`config.mk`:
```
export PLATFORM = sky130hd
export DESIGN_NAME = sort_buffer_ctrl
export DESIGN_NICKNAME = d
export VERILOG_FILES = /design/src/rtl/sorter_pkg.sv /design/src/rtl/cmp_swap.sv /design/src/rtl/sort_buffer_ctrl.sv
export SDC_FILE = /design/constraint.sdc
export NUM_CORES = 1
export LEC_CHECK = 0
export CAP_MARGIN = 20
export CELL_PAD_IN_SITES_DETAIL_PLACEMENT = 0
export CELL_PAD_IN_SITES_GLOBAL_PLACEMENT = 1
export CORE_MARGIN = 2
export CORE_UTILIZATION = 30
export DETAILED_ROUTE_END_ITERATION = 6
export GPL_ROUTABILITY_DRIVEN = 0
export PLACE_DENSITY_LB_ADDON = 0.1
export SYNTH_ARGS = -nofsm -noshare
export SYNTH_HDL_FRONTEND = slang
export SYNTH_SLANG_ARGS = --single-unit
export TNS_END_PERCENT = 5
```
`constraint.sdc`:
```
create_clock -name clk -period 3.5 [get_ports clk]
set_input_delay 1.05 -clock clk [delete_from_list [all_inputs] [get_ports clk]]
set_output_delay 1.05 -clock clk [all_outputs]
set_load 0.1 [all_outputs]
```
`src/rtl/sorter_pkg.sv`:
```
// Shared types and defaults for the sort buffer: FSM states, default geometry
// and the pad key that keeps unused entries at the tail after sorting.
package sorter_pkg;

  typedef enum logic [1:0] {
    LOAD  = 2'd0,
    SORT  = 2'd1,
    DRAIN = 2'd2
  } state_e;

  localparam int DEF_WIDTH = 8;
  localparam int DEF_DEPTH = 8;

  // Ascending pads with all-ones, descending with all-zeros.
  function automatic logic pad_bit(input logic descend);
    return !descend;
  endfunction

endpackage

```
`src/rtl/cmp_swap.sv`:
```
// One compare-exchange cell: orders a pair of keys and reports whether the
// pair had to be exchanged. Equal keys are never exchanged.
module cmp_swap #(
  parameter int WIDTH = 8
) (
  input  logic [WIDTH-1:0] a_i,
  input  logic [WIDTH-1:0] b_i,
  input  logic             descend_i,
  output logic [WIDTH-1:0] lo_o,
  output logic [WIDTH-1:0] hi_o,
  output logic             swap_o
);

  assign swap_o = descend_i ? (a_i < b_i) : (a_i > b_i);
  assign lo_o   = swap_o ? b_i : a_i;
  assign hi_o   = swap_o ? a_i : b_i;

endmodule

```
`src/rtl/sort_buffer_ctrl.sv`:
```
// Burst sort buffer: loads up to DEPTH keys, runs DEPTH passes of odd-even
// transposition sort in place, then streams the loaded keys out in order.
//
//   state | meaning
//   LOAD  | accepting keys into mem[count]
//   SORT  | one compare-exchange pass per cycle, DEPTH passes
//   DRAIN | presenting mem[rd_idx] downstream until the last loaded key
module sort_buffer_ctrl
  import sorter_pkg::*;
#(
  parameter int WIDTH   = DEF_WIDTH,
  parameter int DEPTH   = DEF_DEPTH,
  parameter bit DESCEND = 1'b0
) (
  input  logic             clk,
  input  logic             rst_n,
  input  logic             in_valid,
  output logic             in_ready,
  input  logic [WIDTH-1:0] in_data,
  input  logic             in_last,
  output logic             out_valid,
  input  logic             out_ready,
  output logic [WIDTH-1:0] out_data,
  output logic             out_last,
  output logic             busy
);

  localparam int CW = $clog2(DEPTH + 1);
  localparam int IW = $clog2(DEPTH);
  localparam int NP = DEPTH / 2;
  localparam logic [WIDTH-1:0] PAD       = {WIDTH{pad_bit(DESCEND)}};
  localparam logic [CW-1:0]    DEPTH_C   = CW'(DEPTH);
  localparam logic [IW-1:0]    LAST_PASS = IW'(DEPTH - 1);

  state_e           state_q;
  logic [WIDTH-1:0] mem_q [DEPTH];
  logic [CW-1:0]    count_q;
  logic [IW-1:0]    pass_q;
  logic [IW-1:0]    rd_idx_q;
  logic             in_ready_q;
  logic             out_valid_q;
  logic [WIDTH-1:0] out_data_q;
  logic             out_last_q;
  logic             busy_q;

  logic             odd_pass;
  logic [WIDTH-1:0] cmp_a  [NP];
  logic [WIDTH-1:0] cmp_b  [NP];
  logic [WIDTH-1:0] cmp_lo [NP];
  logic [WIDTH-1:0] cmp_hi [NP];
  logic             cmp_sel [NP];
  logic [WIDTH-1:0] mem_d  [DEPTH];

  assign odd_pass = pass_q[0];

  // Odd passes shift every comparator up by one entry; the top one idles.
  for (genvar k = 0; k < NP; k++) begin : g_pair
    if (k < NP - 1) begin : g_mid
      assign cmp_a[k] = odd_pass ? mem_q[2*k+1] : mem_q[2*k];
      assign cmp_b[k] = odd_pass ? mem_q[2*k+2] : mem_q[2*k+1];
    end else begin : g_top
      assign cmp_a[k] = mem_q[2*k];
      assign cmp_b[k] = mem_q[2*k+1];
    end

    cmp_swap #(.WIDTH(WIDTH)) u_cmp (
      .a_i      (cmp_a[k]),
      .b_i      (cmp_b[k]),
      .descend_i(DESCEND),
      .lo_o     (cmp_lo[k]),
      .hi_o     (cmp_hi[k]),
      .swap_o   (cmp_sel[k])
    );
  end

  for (genvar i = 0; i < DEPTH; i++) begin : g_entry
    logic [WIDTH-1:0] even_v;
    logic [WIDTH-1:0] odd_v;

    if (i % 2 == 0) begin : g_even_lo
      assign even_v = cmp_sel[i/2] ? cmp_lo[i/2] : mem_q[i];
    end else begin : g_even_hi
      assign even_v = cmp_sel[i/2] ? cmp_hi[i/2] : mem_q[i];
    end

    if (i == 0 || i == DEPTH - 1) begin : g_odd_edge
      assign odd_v = mem_q[i];
    end else if (i % 2 == 1) begin : g_odd_lo
      assign odd_v = cmp_sel[(i-1)/2] ? cmp_lo[(i-1)/2] : mem_q[i];
    end else begin : g_odd_hi
      assign odd_v = cmp_sel[i/2-1] ? cmp_hi[i/2-1] : mem_q[i];
    end

    assign mem_d[i] = odd_pass ? odd_v : even_v;
  end

  always_ff @(posedge clk or negedge rst_n) begin
    if (!rst_n) begin
      state_q     <= LOAD;
      count_q     <= '0;
      pass_q      <= '0;
      rd_idx_q    <= '0;
      in_ready_q  <= 1'b0;
      out_valid_q <= 1'b0;
      out_data_q  <= '0;
      out_last_q  <= 1'b0;
      busy_q      <= 1'b0;
      for (int i = 0; i < DEPTH; i++) mem_q[i] <= PAD;
    end else begin
      case (state_q)
        LOAD: begin
          in_ready_q <= 1'b1;
          if (in_valid && in_ready_q) begin
            mem_q[count_q[IW-1:0]] <= in_data;
            count_q <= count_q + CW'(1);
            if (in_last || count_q == DEPTH_C - CW'(1)) begin
              state_q    <= SORT;
              in_ready_q <= 1'b0;
              busy_q     <= 1'b1;
              pass_q     <= '0;
            end
          end
        end

        SORT: begin
          for (int i = 0; i < DEPTH; i++) mem_q[i] <= mem_d[i];
          pass_q <= pass_q + IW'(1);
          if (pass_q == LAST_PASS) begin
            state_q <= DRAIN;
            pass_q  <= '0;
          end
        end

        DRAIN: begin
          // First DRAIN cycle only presents mem[0]; afterwards each handshake advances.
          if (!out_valid_q) begin
            out_valid_q <= 1'b1;
            out_data_q  <= mem_q[rd_idx_q];
            out_last_q  <= (CW'(rd_idx_q) == count_q - CW'(1));
          end else if (out_ready) begin
            if (out_last_q) begin
              state_q     <= LOAD;
              out_valid_q <= 1'b0;
              out_data_q  <= '0;
              out_last_q  <= 1'b0;
              busy_q      <= 1'b0;
              in_ready_q  <= 1'b1;
              count_q     <= '0;
              rd_idx_q    <= '0;
              for (int i = 0; i < DEPTH; i++) mem_q[i] <= PAD;
            end else begin
              rd_idx_q   <= rd_idx_q + IW'(1);
              out_data_q <= mem_q[rd_idx_q + IW'(1)];
              out_last_q <= (CW'(rd_idx_q) + CW'(2) == count_q);
            end
          end
        end

        default: state_q <= LOAD;
      endcase
    end
  end

  assign in_ready  = in_ready_q;
  assign out_valid = out_valid_q;
  assign out_data  = out_data_q;
  assign out_last  = out_last_q;
  assign busy      = busy_q;

endmodule

```
# Yosys cells after proc, flatten, opt, wreduce, memory -nomap -nowiden
# Cells that the tools add are included.
[word_totals] register_bits=88 latch_bits=0 mem_bits_rw=0 mem_bits_ro=0 inputBits=13 n_memories=0
[op_classes] add_sub_neg=5 n_mul=0 div=0 n_lt_le_gt_ge=8 eq_ne=24 shifts=0 muxes=74 bitwise_logic=3 reduce_logical=22
[op_table] op="64-bit 2-to-1 mux" count=4
[op_table] op="8-bit 2-to-1 mux" count=30
[op_table] op="64-bit one-hot mux with 3 select lines" count=1
[op_table] op="64-bit bitwise mux" count=1
[op_table] op="8-bit binary-select mux with 3-bit select" count=2
[op_table] op="7-bit AND reduction" count=5
[op_table] op="8-bit greater-than comparator" count=4
[op_table] op="6-bit AND reduction" count=5
[op_table] op="8-bit demux with 3-bit select" count=1
[op_table] op="3-bit by 2-bit inequality test with 1-bit output, second input constant" count=6
[op_table] op="1-bit 2-to-1 mux" count=16
[op_table] op="4-bit 2-to-1 mux" count=4
[op_table] op="2-bit inequality test, second input constant" count=8
[op_table] op="4-bit >= comparator, second input constant" count=3
[op_table] op="2-bit 2-to-1 mux" count=6
[op_table] op="3-bit 2-to-1 mux" count=4
[op_table] op="3-bit NOT with 4-bit output" count=3
[op_table] op="2-bit by 1-bit inequality test with 1-bit output, second input constant" count=4
[op_table] op="4-bit one-hot mux with 2 select lines" count=1
[op_table] op="3-bit by 1-bit adder with 3-bit output, second input constant" count=2
[op_table] op="2-bit one-hot mux with 3 select lines" count=1
[op_table] op="3-bit one-hot mux with 2 select lines" count=1
[op_table] op="3-bit AND reduction" count=2
[op_table] op="5-bit AND reduction" count=1
[op_table] op="18 further kinds" count=21

# Depth between registers and ports, before layout
[logic_depth] ltp_word=8 depth_mapped=14 depth_no_buf=10

# Modules after synthesis
# A second synthesis with hierarchy kept.
[hier_totals] hier_cells=923 hier_area_um2=9071.2
[by_module_without_submodules] module="sort_buffer_ctrl" instances=1 cells_each=723 area_per_inst_um2=7179.4
[by_module_without_submodules] module="cmp_swap" instances=4 cells_each=50 area_per_inst_um2=473.0

# Least setup slack after synthesis
# Ideal clock, no wire load.
[synth_timing] path_type="register to register" startpoint="reg pass_q[0]" endpoint="reg (tool-made name)" setup_ns=0.082 t_arrival_ns=3.101 setup_slack_ns=0.317 path_stages_with_launch=13 cell_sequence="dfrtp_1 buf_2 buf_1 clkbuf_1 buf_1 a21oi_1 ha_1 nor2b_1 o211ai_1 a211oi_1 o21ai_0 a31oi_2 mux2_2"
[synth_lines] element="start: declaration" line_no="sort_buffer_ctrl.sv:38" text="logic [IW-1:0] pass_q;"
[synth_lines] element="start signal: assignment" line_no="sort_buffer_ctrl.sv:127" text="pass_q <= pass_q + IW'(1);"

==> qor.csv <==
metric,value,unit
pin count of the biggest net entering global routing,89,
Max Cap Viol,0,
H-tree levels,3,
vias per std cell,5.66,
crit path max-delay cell type,dfrtp_4,
most used flip-flop cell after synthesis,dfstp_2,
most common library cells after synthesis,"nand2_1 (136), a21oi_1 (130), dfstp_2 (64)",
initial antenna violation count,2,
Pleak,3.46,nW
total wire length,27.9,mm
root buffer cell,clkbuf_16,
core area,25800,µm²
CP cell instances,buf_12 > nor2b_1 > a21oi_1 > ha_1 > nor2b_1 > o211ai_1 > a211oi_1 > buf_4 > nor2_1 > a21o_1 > buf_4 > mux2_4,
Final Max Slew Viols,0,
share of layout cells above drive strength 1,30.6,%
Routed WL per cell,23.6,µm
n_diodes,0,
number of cells produced by synthesis,836,
Synth top area share,21.6,%
Rows,59,
fin crit period,3.29,ns
Worst VDD drop,0.292,mV
post-synthesis cell area,7800,µm²
vias,6691,
leading cell types by total area after synthesis,"dfstp_2 (22%), mux4_2 (9.2%), a21oi_1 (8.3%)",
status,"finished, final reports clean",
largest area contributor in the netlist,dfstp_2,
DR iter-0 viols,391,
period utilization,94.1,%
Post-DP HPWL,19.9,mm
total negative slack,0,ns
clock skew,0.00730,ns
"Area growth, synth to finish",11.9,%
fin util,33.8,%
Clock Latency Late Sink,0.36,ns
Resized cells post-CTS,0,
Crit path largest cell delay,0.61,ns
FF/Latch Area,2290,µm²
syn_area_per_cell,9.33,µm²
Syn Nets,891,
Tot GR Track Use,21.3,%
CP Capture Type,register,
Post-CTS Setup Bufs,0,
WS Path Type,register to register,
Worst slew margin,45.3,%
Fmax,304,MHz
first-pass GRT wire length,42.7,mm
die height,165,µm
"EDFF count, synth",0,
Sink Count,88,
Synth async-reset ratio,100,%
Antenna Nets Post-Route,0,
type of the worst min-delay path,register to register,
Post-CTS Hold Fix Bufs,0,
CTS clock-pin slew for the worst setup and hold paths,0.07,ns
worst path bufs/invs,3,
"Data arrival, critical path",3.58,ns
power per cell area,957,nW/µm²
CP top delay family,compound AO/OA/AOI/OAI gates,
sequential-to-total area share from yosys stat,29.3,%
most frequent cell after synthesis,nand2_1,
drt first pass iters,4,
Final Hold Viols,0,
crit-path max FO,25,
die span in x,165,µm
vias in the first global route,6862,
filler cell count,2655,
Yosys warnings,0,
remaining global-route overflow,0,
unrepaired setup endpoints after global routing,false,
count of state elements after synthesis,88,
cts bufs inserted,9,
CTS Buffer Depth,2,
TritonCTS clock tree,built,
worst slew pin tran,0.821,ns
# IOs,25,
Startpoint Class,register,
IO Port Bufs,24,
critical path data required time,3.79,ns
Setup Viol. Count Final,0,
Die ar.,27300,µm²
Final Net Count,897,
DRC Markers,0,
Initial Utilization,30.3,%
multi-input logic area,5170,µm²
Netlist cell types,63,
-- power by group --
group          switching, mW  leakage, nW  total (mW)  internal (mW)
logic                   2.84         2.35        5.08           2.23
registers              0.680        0.968        2.27           1.59
clock network          0.452        0.138        1.00          0.551
total                   3.97         3.46        8.35           4.37
-- per-layer routing --
metal  wire, µm  global-route usage, %
met4        877                   8.26
met2      12700                   33.2
met3       1150                   3.07
met5          0                      0
met1      13200                   29.7
-- stage by stage --
| stage | hold WS, ns | instance area (µm²) | setup WS (ns) | cells | total power, mW |
|---|---|---|---|---|---|
| 6_report | 0.482 | 8720 | 0.207 | 1182 | 8.35 |
| 5_1_grt | 0.502 | 8720 | 0.100 | 1182 | 8.95 |
| 4_1_cts | 0.492 | 8720 | 0.279 | 1182 | 8.34 |
| 3_5_place_dp | 0.478 | 8430 | 0.179 | 1166 | 7.30 |
| 3_3_place_gp | 0.465 | 8430 | 0.207 | 1166 | 7.25 |
| 2_1_floorplan | 0.470 | 7800 | 0.317 | 836 | 5.70 |
-- cell type report --
| type | instances | area share (%) |
|---|---|---|
| flip-flops and latches | 88 | 26.2 |
| clock buffers | 10 | 2.63 |
| well taps | 335 | 4.81 |
| inverters | 18 | 0.775 |
| multi-input cells | 670 | 59.3 |
| clock inverters | 6 | 0.689 |
| repair buffers | 55 | 5.62 |
-- cell usage in the layout, fill, tap and decap left out, drive strengths merged, types with 3 or more instances in the layout --
| cell type | netlist | layout |
|---|---|---|
| mux2 | 73 | 73 |
| clkbuf | 26 | 10 |
| a21o | 14 | 14 |
| ha | 42 | 42 |
| nor2b | 28 | 28 |
| o211ai | 5 | 5 |
| a211oi | 4 | 4 |
| nand3 | 5 | 5 |
| xor2 | 3 | 3 |
| a31oi | 6 | 6 |
| nor3 | 7 | 7 |
| o21ai | 68 | 68 |
| clkdlybuf4s50 | 0 | 11 |
| nand2b | 5 | 5 |
| and3 | 3 | 3 |
| nand4 | 9 | 9 |
| xnor2 | 6 | 6 |
| buf | 34 | 44 |
| o22ai | 17 | 17 |
| nor2 | 12 | 12 |
| o22a | 9 | 9 |
| clkinv | 2 | 5 |
| nand2 | 137 | 137 |
| a21oi | 132 | 132 |
| inv | 16 | 16 |
| dfstp | 64 | 64 |
| mux2i | 23 | 23 |
| dfrtp | 24 | 24 |
| mux4 | 32 | 32 |
| and2 | 9 | 9 |
-- cell families (layout without fill, tap and decap cells) --
kind of cell / Yosys count / count (layout) / synth area share (%)
adders and majority gates: 42 / 42 / 6.74
DFF: 88 / 88 / 29.3
buffers and inverters: 78 / 89 / 4.54
muxes: 128 / 128 / 23.9
and+or+nand+nor: 224 / 224 / 13.6
AOI/OAI and AO/OA: 267 / 267 / 20.8
xor gates and xnor gates: 9 / 9 / 1.11
-- path summary, 6_finish.rpt --
| path | cells after the start | start | slack [ns] | endpoint |
|---|---|---|---|---|
| worst max register to register | 12 | pass_q[0] | 0.21 | register |
| worst min-delay path | 2 | out_data[6] | 0.48 | out_data[6] |
| worst min register to register | 2 | out_data[6] | 0.48 | out_data[6] |
| min in group asynchronous | 2 | rst_n | 0.75 | rd_idx_q[2] |
| max in group asynchronous | 2 | rst_n | 2.33 | pass_q[0] |
| worst max-delay path | 12 | pass_q[0] | 0.21 | register |
-- worst register-to-register path, stage by stage, from the launching register on --
cell and delay [ns]:
dfrtp_4 0.61, buf_12 0.22, nor2b_1 0.24, a21oi_1 0.07, ha_1 0.31, nor2b_1 0.13
o211ai_1 0.35, a211oi_1 0.14, buf_4 0.16, nor2_1 0.27, a21o_1 0.21, buf_4 0.18
mux2_4 0.32
(Power assumes the default switching activity.)
